===== config.mk =====
export PLATFORM = sky130hd
export DESIGN_NAME = beat_seq_ctrl
export DESIGN_NICKNAME = d
export VERILOG_FILES = /design/src/rtl/beat_seq_ctrl.sv
export SDC_FILE = /design/constraint.sdc
export NUM_CORES = 1
export LEC_CHECK = 0
export CAP_MARGIN = 15
export CORE_MARGIN = 2
export CORE_UTILIZATION = 43
export DETAILED_ROUTE_END_ITERATION = 6
export PLACE_DENSITY = 0.76
export SYNTH_ARGS = -nofsm -noshare
export SYNTH_HDL_FRONTEND = slang
export SYNTH_SLANG_ARGS = --single-unit

===== constraint.sdc =====
create_clock -name clk_i -period 1.51 [get_ports clk_i]
set_input_delay 0.302 -clock clk_i [delete_from_list [all_inputs] [get_ports clk_i]]
set_output_delay 0.302 -clock clk_i [all_outputs]
set_load 0.01 [all_outputs]

===== src/rtl/beat_seq_ctrl.sv =====
// Beat generator and shared memory-port sequencer for the multi-cycle CPU.
// Produces the one-hot beats t0..t3. The memory port goes to instruction fetch
// in t1 or to data access in t3, and the beat is held while memory stalls.
// The block also handles run/halt control, a wait-state timeout that stops the
// machine for good, and a retired-instruction counter.
// All outputs decode registers only. Each grant is decided on the edge that
// enters its beat, so it is valid for the whole first cycle of that beat.
module beat_seq_ctrl #(
    parameter int MAX_WAIT = 16,
    parameter int CNT_W    = 16
) (
    input  logic             clk_i,
    input  logic             rst_ni,
    input  logic             run_i,
    input  logic             halt_req_i,
    input  logic             irr_i,
    input  logic             dm_req_i,
    input  logic             dm_we_i,
    input  logic             mem_rdy_i,
    output logic             t0_o,
    output logic             t1_o,
    output logic             t2_o,
    output logic             t3_o,
    output logic             if_gnt_o,
    output logic             dm_gnt_o,
    output logic             mem_en_o,
    output logic             mem_we_o,
    output logic             halted_o,
    output logic             bus_err_o,
    output logic [CNT_W-1:0] icount_o
);

    // The wait counter only needs to count up to MAX_WAIT-1.
    localparam int WAIT_W = (MAX_WAIT > 2) ? $clog2(MAX_WAIT) : 1;
    // If a stall arrives while this many stalls are already counted, the
    // count reaches MAX_WAIT-1 and the access is abandoned.
    localparam logic [WAIT_W-1:0] WAIT_LAST = WAIT_W'(MAX_WAIT - 2);

    typedef enum logic [2:0] {
        S_IDLE,
        S_T0,
        S_T1,
        S_T2,
        S_T3,
        S_HALT
    } state_e;

    state_e            state_q, state_d;
    logic              if_gnt_q, if_gnt_d;
    logic              dm_gnt_q, dm_gnt_d;
    logic              dm_we_q, dm_we_d;
    logic              halt_pend_q, halt_pend_d;
    logic              bus_err_q, bus_err_d;
    logic [WAIT_W-1:0] wait_q, wait_d;
    logic [CNT_W-1:0]  icount_q, icount_d;

    logic stall;
    logic timeout;

    // mem_rdy only has meaning while a grant is active.
    assign stall   = (if_gnt_q | dm_gnt_q) & ~mem_rdy_i;
    assign timeout = stall & (wait_q == WAIT_LAST);

    // State register and all control flops, async active-low clear.
    always_ff @(posedge clk_i or negedge rst_ni) begin
        if (!rst_ni) begin
            state_q     <= S_IDLE;
            if_gnt_q    <= 1'b0;
            dm_gnt_q    <= 1'b0;
            dm_we_q     <= 1'b0;
            halt_pend_q <= 1'b0;
            bus_err_q   <= 1'b0;
            wait_q      <= '0;
            icount_q    <= '0;
        end else begin
            state_q     <= state_d;
            if_gnt_q    <= if_gnt_d;
            dm_gnt_q    <= dm_gnt_d;
            dm_we_q     <= dm_we_d;
            halt_pend_q <= halt_pend_d;
            bus_err_q   <= bus_err_d;
            wait_q      <= wait_d;
            icount_q    <= icount_d;
        end
    end

    // Next-state logic. Grants live for one beat only, and the wait counter
    // is zero whenever no stall is in progress.
    always_comb begin
        state_d     = state_q;
        if_gnt_d    = 1'b0;
        dm_gnt_d    = 1'b0;
        dm_we_d     = 1'b0;
        wait_d      = '0;
        halt_pend_d = halt_pend_q;
        bus_err_d   = bus_err_q;
        icount_d    = icount_q;

        if (halt_req_i && (state_q != S_HALT)) begin
            halt_pend_d = 1'b1;
        end

        case (state_q)
            S_IDLE: begin
                if (run_i) begin
                    state_d = S_T0;
                end
            end
            S_T0: begin
                state_d  = S_T1;
                if_gnt_d = irr_i;
            end
            S_T1: begin
                if (timeout) begin
                    bus_err_d = 1'b1;
                    state_d   = S_HALT;
                end else if (stall) begin
                    wait_d   = wait_q + WAIT_W'(1);
                    if_gnt_d = 1'b1;
                end else begin
                    state_d = S_T2;
                end
            end
            S_T2: begin
                state_d  = S_T3;
                dm_gnt_d = dm_req_i;
                dm_we_d  = dm_req_i & dm_we_i;
            end
            S_T3: begin
                if (timeout) begin
                    bus_err_d = 1'b1;
                    state_d   = S_HALT;
                end else if (stall) begin
                    wait_d   = wait_q + WAIT_W'(1);
                    dm_gnt_d = 1'b1;
                    dm_we_d  = dm_we_q;
                end else begin
                    icount_d = icount_q + CNT_W'(1);
                    if (halt_pend_q || halt_req_i) begin
                        state_d = S_HALT;
                    end else if (!run_i) begin
                        state_d = S_IDLE;
                    end else begin
                        state_d = S_T0;
                    end
                end
            end
            S_HALT: begin
                // A bus error makes HALT terminal until reset.
                if (!bus_err_q && run_i && !halt_req_i) begin
                    state_d = S_T0;
                end
            end
            default: begin
                state_d = S_IDLE;
            end
        endcase

        // The halt request has been honoured once HALT is entered.
        if ((state_d == S_HALT) && (state_q != S_HALT)) begin
            halt_pend_d = 1'b0;
        end
    end

    assign t0_o      = (state_q == S_T0);
    assign t1_o      = (state_q == S_T1);
    assign t2_o      = (state_q == S_T2);
    assign t3_o      = (state_q == S_T3);
    assign if_gnt_o  = if_gnt_q;
    assign dm_gnt_o  = dm_gnt_q;
    assign mem_en_o  = if_gnt_q | dm_gnt_q;
    assign mem_we_o  = dm_gnt_q & dm_we_q;
    assign halted_o  = (state_q == S_HALT);
    assign bus_err_o = bus_err_q;
    assign icount_o  = icount_q;

endmodule


==> results of run 1 <==
## layout make-up
| cell class | count | area share, % |
|---|---|---|
| clock buffer | 3 | 0.958 |
| clock inverter | 1 | 1.28 |
| inverter | 5 | 0.798 |
| multi-input combinational | 89 | 33.7 |
| sequential | 28 | 29.9 |
| tap | 44 | 2.34 |
| timing repair buffer | 86 | 31.0 |
## Yosys cell counts (all sizes together) (2+ instances only)
master   n  area (µm²)
dfrtp   28         701
inv      5        18.8
nor2    10        37.5
nor3     4        20.0
and2     4        25.0
a22o     2        17.5
xnor2   11        96.3
and4     2        18.8
or2      2        12.5
ha       3        37.5
a21oi    2        10.0
and2b    2        17.5
nand3   10        62.6
nand2    8        30.0
nand4    3        18.8
and3     4        25.0
xor2     7        61.3
## layer usage
metal | track usage [%] | up-vias | wire (µm)
met2 | 36.5 | 53 | 2230
met4 | 10.5 | 0 | 104
met1 | 24.5 | 658 | 1720
met5 | 0 | - | 0
li1 | - | 606 | -
met3 | 3.90 | 12 | 202
## per-stage QoR
stage	power, W	hold slack [ps]	cells
CTS	0.00290	335	251
global route	0.00327	347	256
floorplan	0.00149	6.41	123
global placement	0.00202	458	216
detailed placement	0.00207	464	216
finish	0.00313	326	256
## power groups by stage
stage	registers, W	logic (W)	clock network (W)
5_1_grt	0.000967	0.00177	0.000529
4_1_cts	0.000944	0.00144	0.000512
6_report	0.000954	0.00169	0.000495
3_3_place_gp	0.00101	0.00101	0
3_5_place_dp	0.00102	0.00105	0
2_1_floorplan	0.00103	0.000456	0
## sequential cells by signal (all words and copies together) (netlist names)
register     cells
bus_err_o        1
icount_o        16
if_gnt_o         1
halt_pend_q      1
dm_gnt_o         1
state_q          3
dm_we_q          1
wait_q           4
## what timing repair did
item,in CTS,in global routing
buffers inserted,31,6
pin swaps,7,21
gates resized for setup,76,24
hold buffers,0,0
endpoints found under the setup margin,48,26
## worst paths after layout
path	start	end	slack (ps)	depth (start not counted)
worst min register to register	bus_err_o	bus_err_o	510	1
worst min-delay path	rst_ni	icount_o[2]	330	2
worst max register to register	dm_gnt_o	state_q[0]	-250	5
min in group clk_i	bus_err_o	bus_err_o	510	1
worst max-delay path	dm_gnt_o	state_q[0]	-250	5
max in group asynchronous	rst_ni	state_q[1]	900	2
## cells by family (layout without fill, tap and decap cells)
logic type | after synthesis | after routing | share of synthesized area, %
AO/OA/AOI/OAI | 13 | 13 | 7.55
AND/OR/NAND/NOR | 54 | 54 | 23.6
buffers and inverters | 6 | 95 | 2.21
flip-flops | 28 | 28 | 51.5
adder cells (fa/ha/maj) | 3 | 3 | 2.76
multiplexers | 1 | 1 | 0.828
XOR/XNOR | 18 | 18 | 11.6
==> results by group, run 1 <==
Critical path
  – Crit end category: flip-flop
  – Critical path fanouts, max: 3
  – WP buf/inv: 1
  – Slowest stage delay, CP: 440 ps
  – CP delay by family, top: simple AND/OR/NAND/NOR gates
  – CP startpoint kind: flip-flop
  – Data required, critical path: roughly 1700 ps
  – CP arrival: 1980 ps
  – Critical setup path kind: flip-flop to flip-flop
  – CP cell instances: buf_6, o21ba_4, or4_4, a32o_1, or2_4
  – Critical path's slowest cell: dfrtp_1

Synthesis
  – Yosys reg bits: 28
  – Main flop type after synthesis: dfrtp_1
  – Post-synth EDFFs: 0
  – Mapped cell area: 0.00136 mm²
  – Syn nets: about 130
  – Sequential area share after synthesis: between 50% and 60%
  – Library cells used by synthesis: 35
  – Async S/R FF share, synth: 100%
  – Mapped Cells: approximately 120
  – Syn Area/Cell: 11.1 µm²
  – Synth Warn #: 0

Routing
  – Drt drc: 0
  – Via count: 1329
  – Vias per cell: about 5.2
  – First drt pass iteration count: 4
  – Avg WL per Cell: 16.6 µm
  – Number of routed nets with antenna violations: 0
  – Post-Route WL: ~4300 µm
  – Initial drt markers: 57

Power
  – Switching Power: ~0.0011 W
  – Clock share of power: 15.8%
  – Comb pwr share: a little over half
  – PD cells: 1330 mW/mm²
  – Pint: 0.00205 W
  – Worst VDD drop: 627 µV
  – Switching Share: 34.5%
  – Sequential power share: 30.4%
  – Static Leakage: 1.19 nW

STA
  – Slew Limit Fails: 0
  – Fmax achieved: roughly 0.57 GHz
  – Worst-margin pin slew: 354 ps
  – Final WS setup: -248 ps
  – Clock Skews: 9.89 ps
  – Total negative slack: -1990 ps
  – Relative slew slack: approximately three quarters
  – Period utilization: 116%
  – Setup violators final: 25
  – Final min period: about 1800 ps
  – RSZ-0062 raised after global routing: true
  – Hold Vio Cnt, Final: 0

Placement
  – Post-DP HPWL: 2300 µm
  – Place WS: -473 ps
  – Gpl congestion: 0.791
  – Port buffer count: 33
  – Post-DP Area: 0.00187 mm²

Layout
  – End-of-flow core utilization: 77.6%
  – Layout cell share with drive strength beyond 1: 46.7%
  – Fill cell count: ~190
  – # nets final: around 220
  – Ant. Diodes: 0
  – Multi-input logic area: 793 µm²
  – Area Growth Syn to Fin: 72.9%
  – Storage element area: 703 µm²
  – Commonest non-fill, non-tap cell in the layout: buf_4
  – Most frequent cells in the layout: buf_4, dfrtp_1, dlygate4sd2_1
  – Design Area, Final: 0.00235 mm²

Min path
  – Tightest Hold Check Type: input port to asynchronous set/reset pin

Clock network
  – Bufs on Longest Clock Path: 2
  – Num CTS Buffers: 3
  – CTS tree: built
  – Clock-pin slew on the worst setup and hold paths: 160 ps
  – Clk root buf: clkbuf_4
  – H-Tree Depth: 1
  – Clock insertion delay at the later pin of the skew report: between 300 and 400 ps
  – CTS sink count: 28

Die
  – Die Wd: 60.2 µm
  – CORE AREA: 0.00303 mm²
  – Starting Density: 44.9%
  – Num rows: 20
  – IO Count: 34
  – DIE AREA: 0.00363 mm²
  – Die Y: 60.2 µm

Status
  – Status: finished, violations left
  – Failing checks: setup timing

Flow run
  – Max Cap Viol: 0

Global route
  – Initial antenna violation count: 0
  – Overall Global Routing Usage: 21.0%
  – Vias in the first global route: 1270
  – Largest net degree at the start of global routing: 29
  – Gr ovfl total: 0
  – First-pass GRT wire length: 5620 µm
Note: power is estimated with default switching activity, not from simulation.
==> run 2, diff against run 1 <==
--- a/config.mk
+++ b/config.mk
@@ -5,8 +5,9 @@
 export SDC_FILE = /design/constraint.sdc
 export NUM_CORES = 1
 export LEC_CHECK = 0
+export ABC_CLOCK_PERIOD_IN_PS = 1510
 export CAP_MARGIN = 15
-export CORE_MARGIN = 2
+export CORE_MARGIN = 1
 export CORE_UTILIZATION = 43
 export DETAILED_ROUTE_END_ITERATION = 6
 export PLACE_DENSITY = 0.76
==> results by group, run 2 (same netlist as run 1, synthesis figures left out) <==
Critical path
  – Critical setup path kind: flip-flop to flip-flop
  – Data required, critical path: roughly 1800 ps
  – CP arrival: 2010 ps
  – R2R depth: 5
  – Slowest stage delay, CP: 450 ps
  – Critical path's slowest cell: dfrtp_1
  – Critical path fanouts, max: 4
  – Crit end category: flip-flop
  – CP cell instances: buf_6, o21ba_4, or4_4, a32o_2, or2_4
  – CP startpoint kind: flip-flop

Clock network
  – Bufs on Longest Clock Path: 2
  – Clk root buf: clkbuf_4
  – Clock insertion delay at the later pin of the skew report: roughly 340 ps
  – H-Tree Depth: 1
  – CTS sink count: 28
  – Clock-pin slew on the worst setup and hold paths: 160 ps
  – Num CTS Buffers: 3
  – Hold-fix buffers at CTS: 0
  – CTS tree: built

Layout
  – Layout cell share with drive strength beyond 1: 47.7%
  – # nets final: 226
  – End-of-flow core utilization: 78.9%
  – Area Growth Syn to Fin: 75.7%
  – Fill cell count: about 170
  – Max FFs per register: 16
  – Finished Layout Cells: 258
  – Commonest non-fill, non-tap cell in the layout: buf_4
  – Most frequent cells in the layout: buf_4, dfrtp_1, dlygate4sd2_1
  – Ant. Diodes: 0

Global route
  – Gr ovfl total: 0
  – Overall Global Routing Usage: 24.0%
  – Initial antenna violation count: 0
  – First-pass GRT wire length: around 6200 µm
  – Vias in the first global route: ~1.4k
  – Largest net degree at the start of global routing: 29

STA
  – Relative slew slack: 76.0%
  – Slew Limit Fails: 0
  – Final min period: 1760 ps
  – Setup violators final: 25
  – Fmax achieved: 0.567 GHz
  – Period utilization: 117%
  – Hold_ws: 307 ps
  – Hold Vio Cnt, Final: 0
  – RSZ-0062 raised after global routing: true
  – Clock Skews: ~5.2 ps
  – Final WS setup: -252 ps
  – Worst-margin pin slew: 359 ps

Placement
  – Place WS: -474 ps
  – Post-DP HPWL: 2240 µm
  – Port buffer count: 33
  – Placed cell count: approximately 220
  – Gpl congestion: between 0.7 and 0.8

Power
  – Comb pwr share: between 50% and 60%
  – Sequential power share: between 30% and 40%
  – Switching Share: 34.6%
  – Static Leakage: about 1.2 nW
  – Pint: 0.00210 W
  – Total power: 0.00321 W
  – Worst VDD drop: 707 µV
  – Switching Power: about 0.0011 W
  – PD cells: roughly 1300 mW/mm²
  – Clock share of power: approximately 16%

Die
  – Die Y: 58.2 µm
  – CORE AREA: 0.00303 mm²
  – Num rows: 20
  – IO Count: 34
  – Starting Density: 44.9%
  – Die Wd: 58.2 µm
  – DIE AREA: 0.00339 mm²

Min path
  – Tightest Hold Check Type: input port to asynchronous set/reset pin

Routing
  – First drt pass iteration count: 4
  – Number of routed nets with antenna violations: 0
  – Via count: approximately 1.4k
  – Initial drt markers: 44
  – Drt drc: 0
  – Avg WL per Cell: between 15 and 20 µm
  – Post-Route WL: around 4300 µm
  – Vias per cell: 5.31

Status
  – Failing checks: setup timing
  – Status: finished, violations left

Flow run
  – Max Cap Viol: 0
==> run 2: per-stage QoR <==
step                setup TNS [ps]  cell area (µm²)
finish                       -2710             2390
global placement             -6390             1870
CTS                          -1240             2180
global route                 -4650             2390
floorplan                     -184             1370
detailed placement           -7220             1870
==> run 2: area by class of cell <==
| type | count | area [µm²] | area share [%] |
|---|---|---|---|
| sequential | 28 | 702 | 29.4 |
| inverter | 5 | 18.8 | 0.785 |
| clock inverter | 1 | 30.0 | 1.26 |
| tap | 44 | 55.1 | 2.30 |
| clock buffer | 3 | 22.5 | 0.942 |
| multi-input combinational | 89 | 810 | 33.9 |
| timing repair buffer | 88 | 752 | 31.5 |
==> run 2: power groups by stage <==
stage          sequential (W)  combinational (W)  clock [W]
3_3_place_gp          0.00101            0.00101          0
6_report             0.000966            0.00174   0.000511
2_1_floorplan         0.00103           0.000456          0
3_5_place_dp          0.00102            0.00104          0
5_1_grt              0.000977            0.00183   0.000539
4_1_cts              0.000956            0.00137   0.000506
==> run 2: path summary, 6_finish.rpt <==
path                           from          to  slack, ps
max                        dm_gnt_o  state_q[0]       -250
min                          rst_ni    if_gnt_o        310
max reg2reg                dm_gnt_o  state_q[0]       -250
min reg2reg                 dm_we_q     dm_we_q        550
max in group asynchronous    rst_ni  state_q[1]        920
min in group clk_i          dm_we_i     dm_we_q        520
==> run 2: critical path, delay by kind of cell (launching register included) <==
family,cells,cell delay [ps]
simple gates,2,630
compound gates,2,460
flops,1,450
buf+inv,1,130
==> run 2: repair_timing <==
action / CTS / global route
pin swaps: 8 / 16
resized for setup: 73 / 30
buffers inserted: 29 / 10
setup endpoints to repair: 49 / 28
==> run 2: per-layer routing <==
metal / global-route usage [%] / wire [µm] / vias up
li1: - / - / 614
met1: 29.5 / 1730 / 676
met2: 42.5 / 2190 / 60
met3: 3.35 / 209 / 20
met4: 9.52 / 147 / 0
met5: 0 / 0 / -
==> run 3, diff against run 2 <==
--- a/config.mk
+++ b/config.mk
@@ -10,6 +10,7 @@
 export CORE_MARGIN = 1
 export CORE_UTILIZATION = 43
 export DETAILED_ROUTE_END_ITERATION = 6
+export GPL_ROUTABILITY_DRIVEN = 0
 export PLACE_DENSITY = 0.76
 export SYNTH_ARGS = -nofsm -noshare
 export SYNTH_HDL_FRONTEND = slang
==> results of run 3 <==
Same layout as run 2: the final DEF is identical, and so are final timing and power.
